### src/rtl/alu_spi_frontend_if.sv
// Signal bundle between the SPI master / 4-bit ALU and the alu_spi_frontend slave.
// The slave modport is the frontend's view; master is the view of whatever drives it.
interface alu_spi_frontend_if #(
   parameter int WIDTH = 4
);
   logic             spi_sck;
   logic             spi_cs_n;
   logic             spi_mosi;
   logic             spi_miso;
   logic [WIDTH-1:0] alu_result;
   logic             alu_n;
   logic             alu_z;
   logic             alu_c;
   logic             alu_v;
   logic [WIDTH-1:0] A;
   logic [WIDTH-1:0] B;
   logic [1:0]       opcode;
   logic             op_valid;
   logic             frame_err;

   modport slave (
      input  spi_sck, spi_cs_n, spi_mosi,
      input  alu_result, alu_n, alu_z, alu_c, alu_v,
      output spi_miso, A, B, opcode, op_valid, frame_err
   );

   modport master (
      output spi_sck, spi_cs_n, spi_mosi,
      output alu_result, alu_n, alu_z, alu_c, alu_v,
      input  spi_miso, A, B, opcode, op_valid, frame_err
   );
endinterface

### src/rtl/alu_spi_frontend.sv
// SPI mode-0 slave: receives {opcode, A, B}, drives them to the ALU, captures
// {N,Z,C,V,result} and returns it MSB first during the following frame.
module alu_spi_frontend #(
   parameter int WIDTH       = 4,
   parameter int SYNC_STAGES = 2
) (
   input  logic                clk,
   input  logic                rst,
   alu_spi_frontend_if.slave   bus
);

   localparam int FRAME_BITS = 2 * WIDTH + 2;
   localparam int RESP_BITS  = WIDTH + 4;
   localparam int CNT_W      = $clog2(FRAME_BITS + 1);

   typedef enum logic [2:0] {
      ST_IDLE,
      ST_SHIFT,
      ST_LOAD,
      ST_CAPTURE,
      ST_WAIT_CS
   } state_e;

   // Input synchronizers plus one extra delay flop for edge detection.
   logic [SYNC_STAGES-1:0] sck_sync_q;
   logic [SYNC_STAGES-1:0] cs_sync_q;
   logic [SYNC_STAGES-1:0] mosi_sync_q;
   logic                   sck_dly_q;
   logic                   cs_dly_q;

   logic sck_s, cs_s, mosi_s;
   logic sck_rise, sck_fall, cs_fall, cs_rise;

   state_e                 state_q,     state_d;
   logic [CNT_W-1:0]       bit_cnt_q,   bit_cnt_d;
   logic [FRAME_BITS-2:0]  rx_q,        rx_d;
   logic [RESP_BITS-2:0]   tx_q,        tx_d;
   logic [RESP_BITS-1:0]   resp_q,      resp_d;
   logic                   miso_q,      miso_d;
   logic [WIDTH-1:0]       a_q,         a_d;
   logic [WIDTH-1:0]       b_q,         b_d;
   logic [1:0]             opcode_q,    opcode_d;
   logic                   op_valid_q,  op_valid_d;
   logic                   frame_err_q, frame_err_d;

   logic [FRAME_BITS-1:0]  rx_full;

   assign sck_s  = sck_sync_q[SYNC_STAGES-1];
   assign cs_s   = cs_sync_q[SYNC_STAGES-1];
   assign mosi_s = mosi_sync_q[SYNC_STAGES-1];

   assign sck_rise = sck_s & ~sck_dly_q;
   assign sck_fall = ~sck_s & sck_dly_q;
   assign cs_fall  = ~cs_s & cs_dly_q;
   assign cs_rise  = cs_s & ~cs_dly_q;

   // CS resets low so a CS already low when reset releases (mid-frame reset)
   // never fakes a cs_fall; the frame only restarts after a real CS toggle.
   // NOTE: sequential state uses non-blocking (<=) so every flop samples
   // pre-edge values regardless of process evaluation order.
   always_ff @(posedge clk or posedge rst) begin
      if (rst) begin
         sck_sync_q  <= '0;
         cs_sync_q   <= '0;
         mosi_sync_q <= '0;
         sck_dly_q   <= 1'b0;
         cs_dly_q    <= 1'b0;
      end else begin
         sck_sync_q  <= {sck_sync_q[SYNC_STAGES-2:0],  bus.spi_sck};
         cs_sync_q   <= {cs_sync_q[SYNC_STAGES-2:0],   bus.spi_cs_n};
         mosi_sync_q <= {mosi_sync_q[SYNC_STAGES-2:0], bus.spi_mosi};
         sck_dly_q   <= sck_s;
         cs_dly_q    <= cs_s;
      end
   end

   always_ff @(posedge clk or posedge rst) begin
      if (rst) begin
         state_q     <= ST_IDLE;
         bit_cnt_q   <= '0;
         rx_q        <= '0;
         tx_q        <= '0;
         resp_q      <= '0;
         miso_q      <= 1'b0;
         a_q         <= '0;
         b_q         <= '0;
         opcode_q    <= 2'b00;
         op_valid_q  <= 1'b0;
         frame_err_q <= 1'b0;
      end else begin
         state_q     <= state_d;
         bit_cnt_q   <= bit_cnt_d;
         rx_q        <= rx_d;
         tx_q        <= tx_d;
         resp_q      <= resp_d;
         miso_q      <= miso_d;
         a_q         <= a_d;
         b_q         <= b_d;
         opcode_q    <= opcode_d;
         op_valid_q  <= op_valid_d;
         frame_err_q <= frame_err_d;
      end
   end

   assign rx_full = {rx_q, mosi_s};

   // miso_q is the head of the outgoing word; tx_q holds the bits still to go.
   // The captured response waits in resp_q until the next frame starts, so
   // SCK edges at the tail of the request frame cannot consume it.
   // NOTE: every signal gets its default before the case so no path leaves a
   // variable unassigned, which would infer a latch.
   always_comb begin
      state_d     = state_q;
      bit_cnt_d   = bit_cnt_q;
      rx_d        = rx_q;
      tx_d        = tx_q;
      resp_d      = resp_q;
      miso_d      = miso_q;
      a_d         = a_q;
      b_d         = b_q;
      opcode_d    = opcode_q;
      op_valid_d  = 1'b0;
      frame_err_d = 1'b0;

      if (sck_fall && state_q != ST_IDLE) begin
         miso_d = tx_q[RESP_BITS-2];
         tx_d   = {tx_q[RESP_BITS-3:0], 1'b0};
      end

      case (state_q)
         ST_IDLE: begin
            if (cs_fall) begin
               state_d   = ST_SHIFT;
               bit_cnt_d = '0;
               rx_d      = '0;
               miso_d    = resp_q[RESP_BITS-1];
               tx_d      = resp_q[RESP_BITS-2:0];
               resp_d    = '0;
            end
         end

         ST_SHIFT: begin
            if (sck_rise) begin
               rx_d = rx_full[FRAME_BITS-2:0];
               if (bit_cnt_q < CNT_W'(FRAME_BITS)) begin
                  bit_cnt_d = bit_cnt_q + 1'b1;
               end
               if (bit_cnt_q == CNT_W'(FRAME_BITS - 1)) begin
                  opcode_d   = rx_full[FRAME_BITS-1 -: 2];
                  a_d        = rx_full[2*WIDTH-1 -: WIDTH];
                  b_d        = rx_full[WIDTH-1:0];
                  op_valid_d = 1'b1;
                  state_d    = ST_LOAD;
               end
            end
            // A completing bit wins over a simultaneous CS release.
            if (cs_rise && state_d == ST_SHIFT) begin
               frame_err_d = 1'b1;
               state_d     = ST_IDLE;
            end
         end

         ST_LOAD: begin
            state_d = ST_CAPTURE;
         end

         ST_CAPTURE: begin
            resp_d  = {bus.alu_n, bus.alu_z, bus.alu_c, bus.alu_v, bus.alu_result};
            state_d = ST_WAIT_CS;
         end

         ST_WAIT_CS: begin
            if (cs_s) begin
               state_d = ST_IDLE;
            end
         end

         default: begin
            state_d = ST_IDLE;
         end
      endcase

      if (state_d == ST_IDLE) begin
         miso_d = 1'b0;
      end
   end

   assign bus.spi_miso  = miso_q;
   assign bus.A         = a_q;
   assign bus.B         = b_q;
   assign bus.opcode    = opcode_q;
   assign bus.op_valid  = op_valid_q;
   assign bus.frame_err = frame_err_q;

endmodule
### src/flat_wrapper.sv
// flat-port wrapper written by rule: the top's interface ports become plain ports
module alu_spi_frontend_flat 
#(
   parameter int WIDTH       = 4,
   parameter int SYNC_STAGES = 2
)
  (clk, rst, bus_spi_sck, bus_spi_cs_n, bus_spi_mosi, bus_alu_result, bus_alu_n, bus_alu_z, bus_alu_c, bus_alu_v, bus_spi_miso, bus_A, bus_B, bus_opcode, bus_op_valid, bus_frame_err);
  alu_spi_frontend_if #(.WIDTH(WIDTH)) bus_i ();
  input  logic clk;
  input  logic rst;
  input wire logic [$bits(bus_i.spi_sck)-1:0] bus_spi_sck;
  input wire logic [$bits(bus_i.spi_cs_n)-1:0] bus_spi_cs_n;
  input wire logic [$bits(bus_i.spi_mosi)-1:0] bus_spi_mosi;
  input wire logic [$bits(bus_i.alu_result)-1:0] bus_alu_result;
  input wire logic [$bits(bus_i.alu_n)-1:0] bus_alu_n;
  input wire logic [$bits(bus_i.alu_z)-1:0] bus_alu_z;
  input wire logic [$bits(bus_i.alu_c)-1:0] bus_alu_c;
  input wire logic [$bits(bus_i.alu_v)-1:0] bus_alu_v;
  output wire logic [$bits(bus_i.spi_miso)-1:0] bus_spi_miso;
  output wire logic [$bits(bus_i.A)-1:0] bus_A;
  output wire logic [$bits(bus_i.B)-1:0] bus_B;
  output wire logic [$bits(bus_i.opcode)-1:0] bus_opcode;
  output wire logic [$bits(bus_i.op_valid)-1:0] bus_op_valid;
  output wire logic [$bits(bus_i.frame_err)-1:0] bus_frame_err;
  assign bus_i.spi_sck = bus_spi_sck;
  assign bus_i.spi_cs_n = bus_spi_cs_n;
  assign bus_i.spi_mosi = bus_spi_mosi;
  assign bus_i.alu_result = bus_alu_result;
  assign bus_i.alu_n = bus_alu_n;
  assign bus_i.alu_z = bus_alu_z;
  assign bus_i.alu_c = bus_alu_c;
  assign bus_i.alu_v = bus_alu_v;
  assign bus_spi_miso = bus_i.spi_miso;
  assign bus_A = bus_i.A;
  assign bus_B = bus_i.B;
  assign bus_opcode = bus_i.opcode;
  assign bus_op_valid = bus_i.op_valid;
  assign bus_frame_err = bus_i.frame_err;
  alu_spi_frontend #(.WIDTH(WIDTH), .SYNC_STAGES(SYNC_STAGES)) u_core (.clk(clk), .rst(rst), .bus(bus_i));
endmodule
### config.mk
export PLATFORM = sky130hd
export DESIGN_NAME = alu_spi_frontend_flat
export DESIGN_NICKNAME = d
export VERILOG_FILES = /design/src/rtl/alu_spi_frontend_if.sv /design/src/rtl/alu_spi_frontend.sv /design/src/flat_wrapper.sv
export SDC_FILE = /design/constraint.sdc
export NUM_CORES = 1
export LEC_CHECK = 0
export ABC_AREA = 1
export ABC_CLOCK_PERIOD_IN_PS = 2500
export CAP_MARGIN = 20
export CORE_UTILIZATION = 56
export DETAILED_ROUTE_END_ITERATION = 6
export GPL_ROUTABILITY_DRIVEN = 0
export PLACE_DENSITY = 0.89
export SLEW_MARGIN = 20
export SYNTH_ARGS = -nofsm -noshare
export SYNTH_HDL_FRONTEND = slang
export SYNTH_SLANG_ARGS = --single-unit
### constraint.sdc
create_clock -name clk -period 2.5 [get_ports clk]
set_input_delay 0.25 -clock clk [delete_from_list [all_inputs] [get_ports clk]]
set_output_delay 0.25 -clock clk [all_outputs]
set_load 0.01 [all_outputs]
# == Yosys cells after proc, flatten, opt, wreduce, memory -nomap -nowiden ==
# Index checks and enable logic that the tools add are counted.
# word_totals
reg_bits,52
inputBits,13
out_inout_bits,13
# op_classes
magnitude_cmp,1
n_addsub,1
muxes,28
n_reduce_logical,11
bitwise,8
eq_ne,9
# ops
cell,n
$mux 7,3
$mux 3,6
$mux 9,2
$pmux 9 s2,1
$pmux 8 s2,1
$pmux 3 s5,1
$mux 4,3
$mux 1,9
$mux 8,1
$pmux 4 s2,1
$eq 3x1->1 const B,2
$eq 3x2->1 const B,2
$logic_not 3->1,2
$ne 2x1->1 const B,3
$reduce_and 3->1,2
$add 4x1->4 const B,1
$and 1x1->1,4
$eq 4x4->1 const B,1
$lt 4x4->1 const B,1
$not 1->1,4
$reduce_and 4->1,1
$reduce_bool 2->1,2
$eq 3x3->1 const B,1
$reduce_bool 3->1,1
other kinds (2),3

# == Depth between registers and ports, before layout ==
# Gate-level depths: netlist of run 1.
# logic_depth
word_depth,10
mapped_depth,8

# == Worst setup path before layout of run 1 ==
# Ideal clock, no wire load.
# synth_timing
path_type,flip-flop to flip-flop
startpoint,register u_core.bit_cnt_q[1]
endpoint,register u_core.a_q[0] (netlist: u_core.bus.A[0])
path_slack_ns,1.159
t_required_ns,2.369
arrival_time_ns,1.210
stages_incl_launch_ff,9
n_path_buf,1
cell_sequence,dfrtp_1 -> inv_1 -> ha_1 -> nand3_1 -> nor2_1 -> nand2_1 -> clkbuf_1 -> nand2_1 -> o21ai_0
# synth_between
elab_chain_len,2
# synth_lines
element,line,rtl
"start, declared",alu_spi_frontend.sv:35,"logic [CNT_W-1:0] bit_cnt_q, bit_cnt_d;"
"start signal, assigned",alu_spi_frontend.sv:92,bit_cnt_q <= bit_cnt_d;
$eq 4x4->1,alu_spi_frontend.sv:148,if (bit_cnt_q == CNT_W'(FRAME_BITS - 1)) begin
$reduce_and 3->1 (no line),n/a,
"end signal, assigned",alu_spi_frontend.sv:85,a_q <= '0;
"end signal, assigned",alu_spi_frontend.sv:97,a_q <= a_d;
"end, declared",alu_spi_frontend.sv:40,"logic [WIDTH-1:0] a_q, a_d;"
# No other way between the ends.
# A chain may end at the register's enable or synchronous reset.

# == Final worst setup path of run 1 ==
# layout_timing
startpoint,register u_core.bit_cnt_q[1]
endpoint,register u_core.miso_q (netlist: u_core.bus.spi_miso)
# layout_between
elab_chain_len,10
# layout_lines
element,line,rtl
$eq 4x4->1 (*),alu_spi_frontend.sv:148,
$mux 3 (*),alu_spi_frontend.sv:148,
$mux 3 (*),alu_spi_frontend.sv:143,if (sck_rise) begin
$mux 3 (*),alu_spi_frontend.sv:130,case (state_q)
$eq 3x1->1,alu_spi_frontend.sv:157,if (cs_rise && state_d == ST_SHIFT) begin
$logic_and 1x1->1,alu_spi_frontend.sv:157,
$mux 3 (*),alu_spi_frontend.sv:157,
$pmux 3 s5 (*),alu_spi_frontend.sv:130,
$logic_not 3->1 (*),alu_spi_frontend.sv:183,if (state_d == ST_IDLE) begin
$mux 1 (*),alu_spi_frontend.sv:183,
net u_core.miso_d,alu_spi_frontend.sv:39,"logic miso_q, miso_d;"
"end signal, assigned",alu_spi_frontend.sv:96,miso_q <= miso_d;
"end, declared",alu_spi_frontend.sv:39,
# Mark *: on every way through the listed nets, which the timed path passes. The rest lies on a longest branch. The select of a mux whose other input is x is not followed.

==> results by group, run 1 <==
Status
  – Outcome: complete, no violations

Detailed routing
  – DRC violations left: 0
  – Drt pass-1 iters: 4
  – Initial drt markers: 97
  – Vias: 1597
  – Post-DR vias/cell: approximately 5.2
  – Wirelength per Cell: 12.79 um
  – ANT nets after route: 0
  – WL final: roughly 4 mm

Worst setup path
  – Critical path depth: 8
  – Crit path max-delay family: simple AND/OR/NAND/NOR gates
  – Peak fanout along the critical path: 22
  – Startpoint types: register
  – Worst setup EP type: register
  – CP Buf/Inv Count: 1
  – Worst Reg-to-Reg Cells: 8
  – CP Launch Point: u_core.bit_cnt_q[1]
  – Worst reg-to-reg setup slack: ~0.75 ns
  – Critical Path Most Common Cell: nor2_1
  – Reg2reg end: u_core.bus.spi_miso
  – Largest stage delay on the critical path: approximately 0.4 ns
  – CP arrival: between 1.5 and 2 ns
  – R2r startpoint: u_core.bit_cnt_q[1]
  – CP Cell Sequence: inv_1 > ha_1 > nand3_1 > nor2_1 > nand2_1 > nand3_1 > nor2_1 > nor2_1
  – CP endpoint: u_core.bus.spi_miso
  – WS Path Type: register to register
  – CP max-delay cell: dfrtp_1
  – Worst Path Required: about 2.7 ns

Timing
  – Final setup vio count: 0
  – Fin. max-slew vios: 0
  – Fin worst setup slack: roughly 0.75 ns
  – Worst Skew: slightly below 0.009 ns
  – Post-layout minimum cycle time: ~1.8 ns
  – Relative slew slack: ~61%
  – RSZ-0062 raised after global routing: no
  – Total negative slack: 0 ns
  – Worst-margin pin slew: between 0.5 and 0.6 ns
  – Period Utilization, post-route: a little over two thirds
  – Highest Clock Rate: ~570 MHz
  – Final Hold Viols: 0

Die
  – I/O pins: 26
  – Core area: 3689 sq um
  – Rows: 22
  – Initial Util: 58.82%
  – Die W: 64.25 um
  – Die Y: 64.25 um
  – Die ar.: ~4100 sq um

Layout
  – Final #Nets: about 270
  – Layout area overhead: 17.94%
  – Share of cells above drive strength 1: a little over a tenth
  – Commonest non-fill, non-tap cell in the layout: dfrtp_1
  – # diodes: 0
  – Most frequent cells in the layout: dfrtp_1, nand2_1, nand3_1

Power
  – Power Density: 598.5 nW/um^2
  – Leak pwr: between 0.001 and 0.0015 uW
  – Worst IR Drop VDD: ~0.40 mV

Synth
  – Post-synthesis cell type count: 27
  – Syn. warnings: 0
  – EDFF count, synth: 0
  – Avg Cell Area, Syn: roughly 9.5 sq um
  – Gate Count Post-Synth: about 230
  – Sequential cell area fraction in the yosys report: between 50% and 60%
  – Post-synth ARST share: 100.0%
  – Post-Syn Area: 2170 sq um
  – Synth Register Bits: 52
  – Main synth FF type: dfrtp_1
  – Net count after synthesis: around 240

Clock tree
  – Clk_lat worst skew: approximately 0.30 ns
  – Clock Tree Root: clkbuf_8
  – Hold-fix buffers, CTS: 0
  – TritonCTS clock tree: done
  – Postcts setup bufs: 0
  – H-tree levels: 2
  – Clock tree sinks: 52
  – # resized after CTS: 0
  – Cts bufs inserted: 5
  – Clock buffer depth: 2
  – Clk pin slew, worst setup/hold paths: roughly 0.08 ns

Place
  – HPWL after DPL: 2.735 mm
  – Port buffer count: 25
  – Pre-CTS setup slack: 0.7905 ns

Global routing
  – Vias in the first global route: roughly 1500
  – Initial antenna violation count: 0
  – Pin count of the biggest net entering global routing: 25
  – First-pass GRT wire length: around 6.5 mm
  – Grt total ovfl: 0
  – Aggregate global-route resource usage: around a fifth

Hold path
  – Worst min path class: input pin to async pin

Flow run
  – MaxCap Viol Count: 0
## synth_stat cells, types with 2 or more instances
library cell | count | area share (%)
dfrtp_1 | 52 | 60
nand2_1 | 50 | 8.7
nand3_1 | 28 | 6.5
inv_1 | 27 | 4.7
nor2_1 | 20 | 3.5
o21ai_0 | 12 | 2.8
o21ai_2 | 9 | 3.6
a31oi_1 | 6 | 1.7
a21oi_1 | 2 | 0.46
buf_2 | 2 | 0.46
clkbuf_1 | 2 | 0.35
ha_1 | 2 | 1.2
nor3_1 | 2 | 0.46
o21ai_1 | 2 | 0.46
## per-layer routing
metal | GRT usage (%) | up-vias | wire [um]
li1 | - | 788 | -
met1 | 26.59 | 770 | 1793
met2 | 33.95 | 32 | 1900
met3 | 5.714 | 7 | 148
met4 | 8.056 | 0 | 72
met5 | 0 | - | 0
## cell families (layout without fill, tap and decap cells)
family	Yosys count	in the layout	share of synthesized area, %
flip-flops	52	52	59.98
buffers and inverters	35	64	6.978
AND/OR/NAND/NOR	107	107	22.15
XOR/XNOR	1	1	0.4038
AO/OA/AOI/OAI	32	32	9.343
adder cells (fa/ha/maj)	2	2	1.153
## sequential cells by signal, summed over array words and instances, names as in the netlist, 3 cells and up
name / cells
u_core.bit_cnt_q: 4
u_core.bus.A: 4
u_core.bus.B: 4
u_core.resp_q: 8
u_core.rx_q: 9
u_core.state_q: 3
u_core.tx_q: 7
## power breakdown
group	internal, uW	switching [uW]	total [uW]
logic	53.0	85.7	139
clock network	247	248	494
registers	876	22.3	898
total	1180	356	1530
## layout make-up
class | instances | area (sq um)
fillers | 281 | 1130
well taps | 48 | 60.06
inverters | 29 | 111.4
flip-flops and latches | 52 | 1301
multi-input cells | 142 | 716.9
repair buffers | 28 | 272.8
clock buffers | 7 | 96.34
## through the flow
step	instance area [sq um]	util, %	hold WS [ns]	std cells	power [uW]
5_1_grt	2559	69.37	0.3106	306	1592
2_1_floorplan	2170	-	0.2814	229	1008
3_3_place_gp	2462	66.76	0.3320	299	1047
4_1_cts	2559	69.37	0.2866	306	1548
3_5_place_dp	2462	66.76	0.3386	299	1053
6_report	2559	69.37	0.2719	306	1531
## worst min-delay path by stage
stage	from	end	slack, ns	depth (start not counted)
finish	rst	u_core.rx_q[8]	0.27	2
global route	rst	u_core.rx_q[8]	0.31	2
CTS	rst	u_core.rx_q[8]	0.29	2
detailed placement	u_core.sck_sync_q[0]	u_core.sck_sync_q[1]	0.34	0
global placement	u_core.cs_sync_q[0]	u_core.cs_sync_q[1]	0.33	0
floorplan	bus_spi_cs_n	u_core.cs_sync_q[0]	0.28	0
Note: power is estimated with default switching activity, not from simulation.
==> run 2, diff against run 1 <==
Settings changed: ABC_CLOCK_PERIOD_IN_PS 2500 to 1800, CORE_UTILIZATION 56 to 54, PLACE_DENSITY 0.89 to 0.87.
Clock period 2.5 ns to 1.8 ns, I/O delays scaled along.
==> run 2 against run 1 <==
- cell area increased by 1.1%
- die area increased by 3.6%
- setup slack got worse by 0.54 ns
- fmax increased by 10%
- power increased by 38%
- critical path type unchanged
- critical endpoint is now u_core.bus.opcode[0]
- largest cell class unchanged
- largest power group unchanged
==> results by group, run 2 (synthesized netlist as in run 1, its figures left out) <==
Status
  – Outcome: complete, no violations

Timing
  – Worst-margin pin slew: 0.3207 ns (-0.2653 ns)
  – Hold Slack: 0.2335 ns (-0.03836 ns)
  – RSZ-0062 raised after global routing: no
  – Period Utilization, post-route: 88.31% (+18 points)
  – Final Hold Viols: 0 (unchanged)
  – Post-layout minimum cycle time: 1.590 ns (-0.1634 ns)
  – Worst Skew: 0.007531 ns (-0.001177 ns)
  – Relative slew slack: 78.42% (+18 points)
  – Fin. max-slew vios: 0 (unchanged)
  – Final setup vio count: 0 (unchanged)
  – Highest Clock Rate: 629.1 MHz (+10%)
  – Total negative slack: 0 ns (unchanged)

Power
  – Pwr Total: 2111 uW (+38%)
  – Worst IR Drop VDD: 0.6122 mV (+52%)
  – Leak pwr: 0.001239 uW (+1.2%)
  – Power Density: 816.0 nW/um^2 (+36%)

Global routing
  – Vias in the first global route: 1515 (+1.2%)
  – Pin count of the biggest net entering global routing: 53 (+110%)
  – Grt total ovfl: 0 (unchanged)
  – Aggregate global-route resource usage: 21.58% (+0.67 points)
  – Initial antenna violation count: 0 (unchanged)
  – First-pass GRT wire length: 6.865 mm (+5.1%)

Clock tree
  – Clock buffer depth: 2 (unchanged)
  – TritonCTS clock tree: done
  – Cts bufs inserted: 5 (unchanged)
  – H-tree levels: 2 (unchanged)
  – Clk_lat worst skew: 0.30 ns (about the same)
  – Clock Tree Root: clkbuf_8
  – Postcts setup bufs: 0 (unchanged)
  – Clock tree sinks: 52 (unchanged)
  – Hold-fix buffers, CTS: 0 (unchanged)
  – # resized after CTS: 0 (unchanged)
  – Clk pin slew, worst setup/hold paths: 0.09 ns (about the same)

Flow run
  – MaxCap Viol Count: 0 (unchanged)

Layout
  – Largest Register: u_core.rx_q
  – Commonest non-fill, non-tap cell in the layout: dfrtp_1
  – Fillers: 308 (+9.6%)
  – Largest register FFs: 9 (unchanged)
  – # diodes: 0 (unchanged)
  – Multi-input gate area: 716.9 sq um (unchanged)
  – Largest regs: u_core.rx_q (9), u_core.resp_q (8), u_core.tx_q (7)
  – Share of cells above drive strength 1: 11.45% (+0.60 points)
  – Register Area: 1301 sq um (unchanged)
  – Final #Nets: 276 (+1.1%)
  – Layout area overhead: 19.26%
  – Most frequent cells in the layout: dfrtp_1, nand2_1, nand3_1

Worst setup path
  – Crit path max-delay family: simple AND/OR/NAND/NOR gates
  – Reg2reg end: u_core.bus.opcode[0]
  – Critical Path Most Common Cell: nand2_1
  – Worst reg-to-reg setup slack: 0.21 ns (-0.54 ns)
  – WS Path Type: register to register
  – Critical path depth: 8 (unchanged)
  – CP endpoint: u_core.bus.opcode[0]
  – CP Buf/Inv Count: 2 (+1)
  – Largest stage delay on the critical path: 0.40 ns (about the same)
  – Worst setup EP type: register
  – Peak fanout along the critical path: 16 (-27%)
  – CP max-delay cell: dfrtp_1
  – Worst Path Required: 1.98 ns (-0.75 ns)
  – CP Launch Point: u_core.bit_cnt_q[1]
  – CP Cell Sequence: inv_1 > ha_1 > nand3_1 > nor2_1 > nand2_1 > buf_4 > nand2_1 > o21ai_0
  – Worst Reg-to-Reg Cells: 8 (unchanged)
  – Startpoint types: register
  – CP arrival: 1.77 ns (-0.22 ns)
  – R2r startpoint: u_core.bit_cnt_q[1]

Detailed routing
  – Initial drt markers: 149 (+54%)
  – ANT nets after route: 0 (unchanged)
  – DRC violations left: 0 (unchanged)
  – Wirelength per Cell: 12.78 um (about the same)
  – WL final: 3.963 mm (+1.3%)
  – Vias: 1586 (-0.69%)
  – Post-DR vias/cell: 5.116 (-2.0%)
  – Drt pass-1 iters: 4 (unchanged)

Die
  – I/O pins: 26 (unchanged)
  – Rows: 22 (unchanged)
  – Die ar.: 4275 sq um (+3.6%)
  – Core area: 3744 sq um (+1.5%)
  – Die Y: 65.39 um (+1.8%)
  – Die W: 65.39 um (+1.8%)
  – Initial Util: 57.95% (-0.86 points)

Hold path
  – Worst min path class: input pin to async pin

Place
  – HPWL after DPL: 2.844 mm (+4.0%)
  – Port buffer count: 25 (unchanged)
[run 2: area by class of cell]
class	instances	share of cell area, %
multi-input combinational	142	27.71
tap	48	2.321
clock buffer	8	3.482
sequential	52	50.29
inverter	29	4.304
timing repair buffer	31	11.90
[run 2: worst register-to-register path, delay by kind of cell, from the launching register on]
| kind | cells | cell delay [ns] |
|---|---|---|
| compound gates | 1 | 0.07 |
| flops | 1 | 0.40 |
| simple gates | 4 | 0.50 |
| fa+ha+maj | 1 | 0.17 |
| buf+inv | 2 | 0.33 |
[run 2: stage by stage]
| step | cells | setup WS [ns] | utilization, % | cell area, sq um |
|---|---|---|---|---|
| after floorplan | 229 | 0.3621 | - | 2170 |
| after global placement | 302 | 0.2871 | 66.71 | 2497 |
| after detailed placement | 302 | 0.2305 | 66.71 | 2497 |
| after CTS | 310 | 0.2074 | 69.12 | 2587 |
| after global routing | 310 | 0.03133 | 69.12 | 2587 |
| final | 310 | 0.2104 | 69.12 | 2587 |
[run 2: report_power, final]
group          internal [uW]  leakage [uW]  switching (uW)
combinational           78.7      0.000500             118
sequential              1220      0.000693            29.3
clock                    314     0.0000455             354
total                   1610       0.00124             502
[run 2: how the worst min path moves through the flow]
| stage | start | to | slack, ns | cells past startpoint |
|---|---|---|---|---|
| final | rst | u_core.resp_q[0] | 0.23 | 3 |
| after detailed placement | u_core.cs_sync_q[0] | u_core.cs_sync_q[1] | 0.33 | 0 |
| after global routing | rst | u_core.resp_q[0] | 0.27 | 3 |
| after floorplan | bus_spi_cs_n | u_core.cs_sync_q[0] | 0.21 | 0 |
| after CTS | rst | u_core.resp_q[0] | 0.25 | 3 |
| after global placement | u_core.mosi_sync_q[0] | u_core.mosi_sync_q[1] | 0.33 | 0 |
[run 2: metal layers]
metal	vias up	wire length, um	track usage [%]
met5	-	0	0
met1	750	1812	27.05
met3	7	148	5.382
met4	0	66	7.065
li1	796	-	-
met2	33	1936	36.47
==> run 3, diff against run 2 <==
Settings changed: PLACE_DENSITY 0.87 to 0.78.
==> run 3 against run 2 <==
- sequential power about the same
- combinational power about the same
- sequential share of layout area down 0.27 points
- critical path depth down 1
- power up 6.4%
- wire length up 2.7%
- fmax up 3.3%
- global-route usage up 0.44 points
- first-iteration DRC count down 20%
- clock skew down 0.0029 ns
- via count up 0.38%
- critical endpoint is now u_core.rx_q[5]
==> results by group, run 3 (synthesized netlist as in run 1, its figures left out) <==
Die
  – I/O pins: 26 (unchanged)
  – Die ar.: 4275 sq um (unchanged)
  – Core area: 3744 sq um (unchanged)
  – Initial Util: 57.95% (unchanged)
  – Die W: 65.39 um (unchanged)
  – Rows: 22 (unchanged)
  – Die Y: 65.39 um (unchanged)

Detailed routing
  – Post-DR vias/cell: 5.152 (+0.70%)
  – DRC violations left: 0 (unchanged)
  – Initial drt markers: 119 (-20%)
  – ANT nets after route: 0 (unchanged)
  – Wirelength per Cell: 13.17 um (+3.0%)
  – WL final: 4.070 mm (+2.7%)
  – Vias: 1592 (+0.38%)
  – Drt pass-1 iters: 4 (unchanged)

Timing
  – RSZ-0062 raised after global routing: no
  – Worst Skew: 0.004610 ns (-0.002920 ns)
  – Post-layout minimum cycle time: 1.538 ns (-0.05107 ns)
  – Worst-margin pin slew: 0.3178 ns (-0.002843 ns)
  – Fin worst setup slack: 0.2615 ns (+0.05107 ns)
  – Final setup vio count: 0 (unchanged)
  – Fin. max-slew vios: 0 (unchanged)
  – Highest Clock Rate: 650.0 MHz (+3.3%)
  – Relative slew slack: 78.62% (+0.19 points)
  – Total negative slack: 0 ns (unchanged)
  – Period Utilization, post-route: 85.47% (-2.8 points)
  – Final Hold Viols: 0 (unchanged)

Layout
  – # diodes: 0 (unchanged)
  – Final #Nets: 275 (-0.36%)
  – Share of cells above drive strength 1: 11.49% (+0.044 points)
  – Largest regs: u_core.rx_q (9), u_core.resp_q (8), u_core.tx_q (7)
  – Largest register FFs: 9 (unchanged)
  – Fillers: 306 (-0.65%)
  – Layout area overhead: 19.90%
  – Register Area: 1301 sq um (unchanged)
  – Most frequent cells in the layout: dfrtp_1, nand2_1, nand3_1
  – Commonest non-fill, non-tap cell in the layout: dfrtp_1
  – Largest Register: u_core.rx_q
  – Multi-input gate area: 716.9 sq um (unchanged)

Place
  – HPWL after DPL: 2.616 mm (-8.0%)
  – Pre-CTS setup slack: 0.3004 ns (+0.06987 ns)
  – Port buffer count: 25 (unchanged)

Power
  – Sequential share of power: 55.7% (-3.3 points)
  – Sw Ratio: 23.72% (-0.054 points)
  – Pint: 1714 uW (+6.5%)
  – Clock power frac: 35.6% (+3.9 points)
  – Leak pwr: 0.001244 uW (+0.41%)
  – Worst IR Drop VDD: 0.5404 mV (-12%)
  – Power Density: 863.7 nW/um^2 (+5.8%)
  – Switching Power: 532.9 uW (+6.2%)
  – Logic pwr share: 8.7% (-0.6 points)

Global routing
  – Grt total ovfl: 0 (unchanged)
  – First-pass GRT wire length: 7.107 mm (+3.5%)
  – Initial antenna violation count: 0 (unchanged)
  – Met3 GRT Util: 4.688% (-0.69 points)
  – Pin count of the biggest net entering global routing: 53 (unchanged)
  – Aggregate global-route resource usage: 22.02% (+0.44 points)
  – GR Layer Usage met1: 28.04% (+0.99 points)
  – GR peak layer: met2
  – Met2 usage: 37.24% (+0.77 points)
  – Vias in the first global route: 1611 (+6.3%)

Worst setup path
  – Worst Path Required: 2.03 ns (+0.05 ns)
  – CP arrival: 1.77 ns (about the same)
  – Startpoint types: register
  – Worst setup EP type: register
  – CP max-delay cell: dfrtp_1
  – WS Path Type: register to register
  – Largest stage delay on the critical path: 0.44 ns (+0.04 ns)
  – Crit path max-delay family: simple AND/OR/NAND/NOR gates
  – Peak fanout along the critical path: 24 (+8)
  – CP Cell Sequence: nor2_1 > nand2_2 > nor2_4 > inv_4 > nand2_4 > nand3_1 > o21ai_2
  – CP Buf/Inv Count: 1 (-1)

Clock tree
  – Postcts setup bufs: 0 (unchanged)
  – Clock tree sinks: 52 (unchanged)
  – H-tree levels: 2 (unchanged)
  – Cts bufs inserted: 5 (unchanged)
  – Hold-fix buffers, CTS: 0 (unchanged)
  – Clk pin slew, worst setup/hold paths: 0.09 ns (about the same)
  – Clock Tree Root: clkbuf_8
  – Clock buffer depth: 2 (unchanged)
  – Clk_lat worst skew: 0.30 ns (about the same)
  – TritonCTS clock tree: done
  – # resized after CTS: 0 (unchanged)

Hold path
  – Worst min path class: input pin to async pin

Status
  – Outcome: complete, no violations

Flow run
  – MaxCap Viol Count: 0 (unchanged)
run 3: cell count changes in the layout (fill, tap and decap cells not counted), sizes merged:
cell / before / now
bufinv: 0 / 1
inv: 29 / 30
buf: 6 / 5
clkbuf: 8 / 6
run 3: final cells by class:
| type | count | share of cell area, % |
|---|---|---|
| multi-input cells | 142 | 27.56 |
| repair buffers | 30 | 11.54 |
| clock buffers | 6 | 2.790 |
| clock inverters | 2 | 1.491 |
| well taps | 48 | 2.309 |
| inverters | 29 | 4.281 |
| flip-flops and latches | 52 | 50.02 |
run 3: metal layers:
| metal | part of all wire (%) | wire [um] | vias to the layer above |
|---|---|---|---|
| li1 | - | - | 789 |
| met1 | 46 | 1877 | 773 |
| met2 | 49 | 2012 | 25 |
| met3 | 3.4 | 140 | 5 |
| met4 | 0.98 | 40 | 0 |
| met5 | 0 | 0 | - |
run 3: worst register-to-register path, delay by kind of cell (launching register included):
kind	cells	cell delay, ns
AOI/OAI and AO/OA	1	0.08
buffers and inverters	1	0.13
DFF	1	0.44
and+or+nand+nor	5	0.83
run 3: path summary, 6_finish.rpt:
kind | start | endpoint | slack, ns | depth (start not counted)
max reg2reg | u_core.state_q[1] | u_core.rx_q[5] | 0.26 | 7
min | rst | u_core.bus.A[3] | 0.24 | 3
min in group clk | bus_spi_sck | u_core.sck_sync_q[0] | 0.31 | 1
max | u_core.state_q[1] | u_core.rx_q[5] | 0.26 | 7
min reg2reg | u_core.mosi_sync_q[0] | u_core.mosi_sync_q[1] | 0.36 | 0
max in group asynchronous | rst | u_core.sck_sync_q[1] | 1.33 | 3
run 3: power by group through the flow:
stage | logic [uW] | registers (uW) | clock network, uW
2_1_floorplan | 136 | 1260 | 0
3_3_place_gp | 189 | 1270 | 0
3_5_place_dp | 195 | 1270 | 0
4_1_cts | 196 | 1250 | 817
5_1_grt | 223 | 1260 | 863
6_report | 195 | 1250 | 801
run 3: metrics by stage:
step	std cells	area (sq um)	hold slack (ns)	power, uW	util (%)
after global routing	309	2601	0.2554	2341	69.49
after floorplan	229	2170	0.2114	1399	-
final	309	2601	0.2371	2247	69.49
after global placement	301	2490	0.3323	1461	66.51
after detailed placement	301	2490	0.3362	1465	66.51
after CTS	309	2601	0.2522	2263	69.49
